## src/rtl/modn_step_sched.sv

```systemverilog
// modn_step_sched: owns a mod-N position register and round-robin arbitrates
// between two requesters, each commanding a run of K single up/down steps.
// The position advances one step per clock; completion is a one-cycle done.
//
//   state  | meaning
//   -------+----------------------------------------------------------
//   IDLE   | waiting for a request; grants one requester when any is high
//   RUN    | stepping pos once per clock until remaining reaches zero
//   DONE   | done pulse cycle; hands the round-robin pointer to owner

module modn_step_sched #(
  parameter int N = 10,
  parameter int W = $clog2(N)
) (
  input  logic         clk,
  input  logic         rst,
  input  logic [1:0]   req,
  input  logic [1:0]   up,
  input  logic [W-1:0] steps0,
  input  logic [W-1:0] steps1,
  output logic [1:0]   gnt,
  output logic         owner,
  output logic         busy,
  output logic         done,
  output logic [W-1:0] pos,
  output logic [W-1:0] remaining
);

  localparam logic [1:0] S_IDLE = 2'd0;
  localparam logic [1:0] S_RUN  = 2'd1;
  localparam logic [1:0] S_DONE = 2'd2;

  localparam logic [W-1:0] P_MAX = W'(N - 1);
  localparam logic [W-1:0] P_ONE = W'(1);

  logic [1:0]   r_state;
  logic [W-1:0] r_pos;
  logic [W-1:0] r_rem;
  logic [1:0]   r_gnt;
  logic         r_done;
  logic         r_busy;
  logic         r_owner;
  logic         r_last;
  logic         r_up;

  logic         w_pick;
  logic [W-1:0] w_steps;

  // Winner selection: on contention the requester that did not go last wins.
  always_comb begin
    w_pick  = (req == 2'b11) ? ~r_last : req[1];
    w_steps = w_pick ? steps1 : steps0;
  end

  // Sequencer: grant, step the position, then emit a single done pulse.
  always_ff @(posedge clk) begin
    if (rst) begin
      r_state <= S_IDLE;
      r_pos   <= '0;
      r_rem   <= '0;
      r_gnt   <= 2'b00;
      r_done  <= 1'b0;
      r_busy  <= 1'b0;
      r_owner <= 1'b0;
      r_last  <= 1'b1;
      r_up    <= 1'b0;
    end else begin
      r_gnt <= 2'b00;
      case (r_state)
        S_IDLE: begin
          if (|req) begin
            r_gnt   <= w_pick ? 2'b10 : 2'b01;
            r_owner <= w_pick;
            r_up    <= up[w_pick];
            r_rem   <= w_steps;
            r_busy  <= 1'b1;
            r_state <= (w_steps != '0) ? S_RUN : S_DONE;
          end
        end
        S_RUN: begin
          if (r_up) r_pos <= (r_pos == P_MAX) ? '0 : r_pos + P_ONE;
          else      r_pos <= (r_pos == '0) ? P_MAX : r_pos - P_ONE;
          r_rem <= r_rem - P_ONE;
          if (r_rem == P_ONE) begin
            r_state <= S_DONE;
            r_done  <= 1'b1;
          end
        end
        S_DONE: begin
          // A zero-step command arrives here with done still low; it spends
          // one extra cycle so that done never coincides with gnt.
          if (r_done) begin
            r_done  <= 1'b0;
            r_busy  <= 1'b0;
            r_last  <= r_owner;
            r_state <= S_IDLE;
          end else begin
            r_done <= 1'b1;
          end
        end
        default: r_state <= S_IDLE;
      endcase
    end
  end

  assign gnt       = r_gnt;
  assign owner     = r_owner;
  assign busy      = r_busy;
  assign done      = r_done;
  assign pos       = r_pos;
  assign remaining = r_rem;

endmodule

```

## config.mk

```make
export PLATFORM = sky130hd
export DESIGN_NAME = modn_step_sched
export DESIGN_NICKNAME = d
export VERILOG_FILES = /design/src/rtl/modn_step_sched.sv
export SDC_FILE = /design/constraint.sdc
export NUM_CORES = 1
export LEC_CHECK = 0
export CAP_MARGIN = 10
export CORE_AREA = 2 2 51 53
export DETAILED_ROUTE_END_ITERATION = 8
export DIE_AREA = 0 0 53 55
export GPL_ROUTABILITY_DRIVEN = 0
export GPL_TIMING_DRIVEN = 0
export PLACE_DENSITY = 0.72
export SYNTH_ARGS = -nofsm -noshare
export SYNTH_HDL_FRONTEND = slang
export SYNTH_SLANG_ARGS = --single-unit
```

## constraint.sdc

```tcl
create_clock -name clk -period 1.2 [get_ports clk]
set_input_delay 0.24 -clock clk [delete_from_list [all_inputs] [get_ports clk]]
set_output_delay 0.24 -clock clk [all_outputs]
set_load 0.03 [all_outputs]
```

# After elaboration in Yosys (flattened, before gate mapping)
# Cells that the tools add are included.
op_classes:
  addsub: 3
  multipliers: 0
  div_mod_pow: 0
  n_lt_le_gt_ge: 1
  eq_ne: 8
  shift: 0
  muxes: 21
  bitwise_logic: 3
  reduce_logical: 14
op_table:
  columns: ["op", "n"]
  rows:
  - ["$mux W4", 5]
  - ["$mux W2", 5]
  - ["$pmux W4 S2", 1]
  - ["$reduce_and A2 Y1", 4]
  - ["$sub A4 B1 Y4 const B", 2]
  - ["$mux W1", 7]
  - ["$ne A2 B2 Y1 const B", 3]
  - ["$pmux W2 S3", 1]
  - ["$reduce_and A3 Y1", 2]
  - ["$reduce_bool A2 Y1", 3]
  - ["$add A4 B1 Y4 const B", 1]
  - ["$eq A2 B2 Y1 const B", 2]
  - ["$eq A4 B1 Y1 const B", 1]
  - ["$eq A4 B4 Y1 const B", 1]
  - ["$logic_not A4 Y1", 1]
  - ["$pmux W1 S2", 2]
  - ["$reduce_bool A4 Y1", 1]
  - ["$not A1 Y1", 3]
  - ["$reduce_or A3 Y1", 1]
  - ["$eq A2 B1 Y1 const B", 1]
  - ["$logic_not A2 Y1", 1]
  - ["$lt A1 B2 Y1 const B", 1]
  - ["$reduce_or A2 Y1", 1]
word_totals:
  reg_bits: 17
  latchBits: 0
  ramBits: 0
  romBits: 0
  elab_cells: 59
  n_memories: 0

# Logic depth before layout (Yosys ltp)
logic_depth:
  depth_word: 7
  depth_mapped: 6

# Worst setup path after synthesis
# OpenSTA, ideal clock, no wires.
synth_timing:
  kind: "register to register"
  startpoint: "register r_rem[0] (netlist: remaining[0])"
  endpoint: "register r_state[1]"
  t_arrival_ns: 1.369
  t_required_ns: 1.133
  slack_ns: -0.237
  stages_incl_launch_ff: 6
  path_buffers: 0
  path_cell_list: "dfxtp_1 > ha_1 > nor3b_1 > nor2_1 > a211o_1 > a21oi_2"
synth_via:
  elab_chain_cells: 3
synth_lines:
  columns: ["element", "line_no", "rtl"]
  rows:
  - ["start, declared", "38", "logic [W-1:0] r_rem;"]
  - ["start signal, assigned", "75", "r_rem <= w_steps;"]
  - ["start signal, assigned", "83", "r_rem <= r_rem - P_ONE;"]
  - ["$eq A4 B1 Y1", "84", "if (r_rem == P_ONE) begin"]
  - ["$ne A2 B2 Y1 (no line)", null, null]
  - ["$reduce_and A3 Y1 (no line)", null, null]
  - ["end signal, assigned", "77", "r_state <= (w_steps != '0) ? S_RUN : S_DONE;"]
  - ["end, declared", "36", "logic [1:0] r_state;"]
# Every way passes these cells.
# A chain may end at the register's enable or synchronous reset.

# Final worst setup path
layout_timing:
  startpoint: "register r_pos[0] (netlist: pos[0])"
  endpoint: "register r_pos[1] (netlist: pos[1])"
layout_via:
  elab_chain_cells: 3
  elab_cells_between_ends: 7
  cone_classes: "add/sub (2); eq/ne (1); mux (3); reduce/logical (1)"
layout_lines:
  columns: ["element", "line_no", "rtl"]
  rows:
  - ["start, declared", "37", "logic [W-1:0] r_pos;"]
  - ["start signal, assigned", "81", "if (r_up) r_pos <= (r_pos == P_MAX) ? '0 : r_pos + P_ONE;"]
  - ["start signal, assigned", "82", "else r_pos <= (r_pos == '0) ? P_MAX : r_pos - P_ONE;"]
  - ["$sub A4 B1 Y4, or another cell as far along", "82", null]
  - ["$mux W4 (on tied branches)", "82, 81", null]
  - ["$mux W4 *", "81", null]
# Mark *: on every way between the ends. The rest lies on a longest branch, timed or not.

==> metrics.yaml <==
finish:
  syn2layout_area_growth_pct: 66.6
  final_layout_size_suffix_gt1_share_pct: 50.6
  post-route-util_pct: 66.2
  multi_input_area_um2: 654
  fillers: 203
  final_cells: 186
  fin_nets: 173
  seq_area_um2: 367
  n_antenna_cell: 0
floorplan:
  num_io_pins: 27
  die_h_um: 55
  start_util_pct: 39.7
  dieArea_mm2: 0.00292
  rows: 18
  die_w_um: 53
  core_region_area_mm2: 0.00236
grt:
  grt_pass1_vias: 892
  grt_pass1_wl_mm: 4.04
  grt_antenna_before_repair: 0
  grt.total_usage_pct: 19.4
  grt_max_degree: 11
  grt_overflow: 0
cts:
  root_buffer: "clkbuf_4"
  cts.htree.levels: 1
  clock_path_buffers: 2
  numClockSinks: 17
  clkTransAtPathRegs_ns: 0.10
  cts_tree: "done"
  cts_buffers: 3
  cts_hold_buf: 0
  insertion_delay_ns: 0.30
power:
  power_frac_comb_pct: 53.7
  peakVddDrop_v: 0.00120
  seqPwrFrac_pct: 33.0
  total_power_uw: 2440
  p_sw_uw: 959
  power_density_mw_per_mm2: 1560
  p_leak_uw: 0.000670
  clockPowerShare_pct: 13.3
  switching_share_pct: 39.3
  power.internal_uw: 1480
place:
  dp_cells: 161
  portBuffers: 25
  place_ws_ns: -0.576
  post-dp-hpwl_mm: 1.69
detailed_routing:
  drtPass1Iterations: 4
  drc: 0
  wl_per_cell_um: 15.8
  routed_via_density: 5.37
  drtIter0Drc: 11
  final_antenna_net_count: 0
  drt_wl_total_mm: 2.94
  dr_total_vias: 999
synth:
  synth_edf_count: 0
  syn_area_per_cell_um2: 8.86
  synth_area_leader_cell: "dfxtp_1"
  postSynth.asyncResetShare_pct: 0
  synthTopCellsByArea: "dfxtp_1 36%, mux2i_1 6.4%, nor2_1 4.0%, a21oi_1 3.7%, a211oi_1 3.2%"
  synth_top_family_by_area: "compound AO/OA/AOI/OAI gates"
  synth-seq-cells: 17
  yosysWarnings: 0
  seq_area_frac_synth_pct: 36.2
  synthSimpleGateAreaFrac_pct: 20.0
  synth_area_um2: 940
  synth_compound_gate_area_share_pct: 22.5
  synth_most_common_cell: "dfxtp_1"
  syn-instance-count: 106
  synthXorXnorAreaFrac_pct: 3.73
  ys.flop_type: "dfxtp_1"
  synth_common_cells: "17 x dfxtp_1, 10 x nor2_1, 7 x a21oi_1"
  yosysUniqueCellTypes: 39
  synth_fa_ha_area_share_pct: 2.66
  yosysTopAreaCellShare_pct: 36.2
  synth.mux.area_fraction_pct: 7.59
  synth_nets: 122
sta:
  finalCritPeriodShare_pct: 111
  final_max_slew_viol_count: 0
  relSlewSlack_pct: 66.1
  final.min_clock_period_ns: 1.33
  fin_hold_ws_ns: 0.340
  fin_skew_ns: 0.00795
  finalSetupViolCount: 9
  finalHoldViolCount: 0
  fin_ws_ns: -0.129
  rsz0062_at_grt: "true"
  fmax_ghz: 0.752
  worstMarginPinSlew_ns: 0.509
critical_path:
  crit_arrival_ns: 1.54
  start_kind: "register"
  worstSetupPathType: "register to register"
  crit_fanout: 6
  cp.required_ns: 1.41
  end_kind: "register"
worst_hold_path:
  hp-class: "input port to register"
status:
  violations: "negative setup slack"
  outcome: "finished with violations"
flow_run:
  maxCapViolCount: 0
## power by group through the flow
stage	clock [uW]	sequential (uW)	combinational [uW]
after floorplan	0	909	514
after global placement	0	775	918
after detailed placement	0	781	936
after CTS	328	774	1030
after global routing	355	815	1400
final	326	805	1310
## sequential cells by signal (all words and copies together) (netlist names)
name / flops
pos: 4
r_last: 1
owner: 1
r_up: 1
busy: 1
r_state: 2
remaining: 4
done: 1
gnt: 2
## stage by stage
| step | TNS (ns) | area (um2) |
|---|---|---|
| floorplan | -0.107 | 987 |
| global placement | -5.08 | 1270 |
| detailed placement | -5.31 | 1270 |
| CTS | -0.336 | 1390 |
| global route | -1.27 | 1570 |
| finish | -0.646 | 1570 |
## kinds of logic (layout without fill, tap and decap cells)
kind of cell / Yosys count / after routing
adder cells (fa/ha/maj): 2 / 2
multiplexers: 7 / 7
AND/OR/NAND/NOR: 34 / 34
XOR/XNOR: 4 / 4
buffers and inverters: 13 / 63
flip-flops: 17 / 17
AO/OA/AOI/OAI: 29 / 29
## worst max-delay path, stage by stage (launching register included)
cell	delay (ns)
dfxtp_4	0.37
buf_8	0.10
clkbuf_2	0.16
nand2_2	0.11
o22ai_1	0.19
a21oi_1	0.09
a311oi_1	0.23
## cell usage in the layout, fill, tap and decap left out, drive strengths merged, types with 4 or more instances in the layout
cell type      synthesis  routed
buf                    7      36
inv                    4       4
a21oi                  8       8
dlygate4sd2            0       6
nor2                  10      10
dfxtp                 17      17
clkbuf                 2       8
a211oi                 4       4
mux2i                  6       6
nand2                  4       4
clkdlybuf4s50          0       6
## path summary, 6_finish.rpt
path                             from                   endpoint  slack (ns)  cells past startpoint
hold / removal                    rst  remaining[2]$_SDFFE_PP0P_        0.34                      2
setup / recovery  pos[0]$_SDFFE_PP0N_        pos[1]$_SDFFE_PP0N_       -0.13                      6
hold reg to reg   pos[3]$_SDFFE_PP0N_        pos[3]$_SDFFE_PP0N_        0.50                      1
setup reg to reg  pos[0]$_SDFFE_PP0N_        pos[1]$_SDFFE_PP0N_       -0.13                      6
## final cells by class
cell class	instances	share of cell area (%)
plain buffers	8	4.64
flip-flops and latches	17	23.4
multi-input cells	76	41.8
inverters	4	1.12
well taps	30	2.40
clock buffers	4	1.68
repair buffers	47	24.9
## routing by layer
metal  wire (um)  track usage (%)  vias to the layer above
met4          98             11.5                        0
met1        1250             23.0                      479
met2        1490             33.8                       27
met5           0                0                        -
li1            -                -                      483
met3         105             2.69                       10
## repair_timing
item,in CTS,in global routing
gates resized for setup,76,34
endpoints found under the hold margin,0,0
setup endpoints to repair,26,16
pin swaps,8,12
setup buffers,10,12
(Power assumes the default switching activity.)
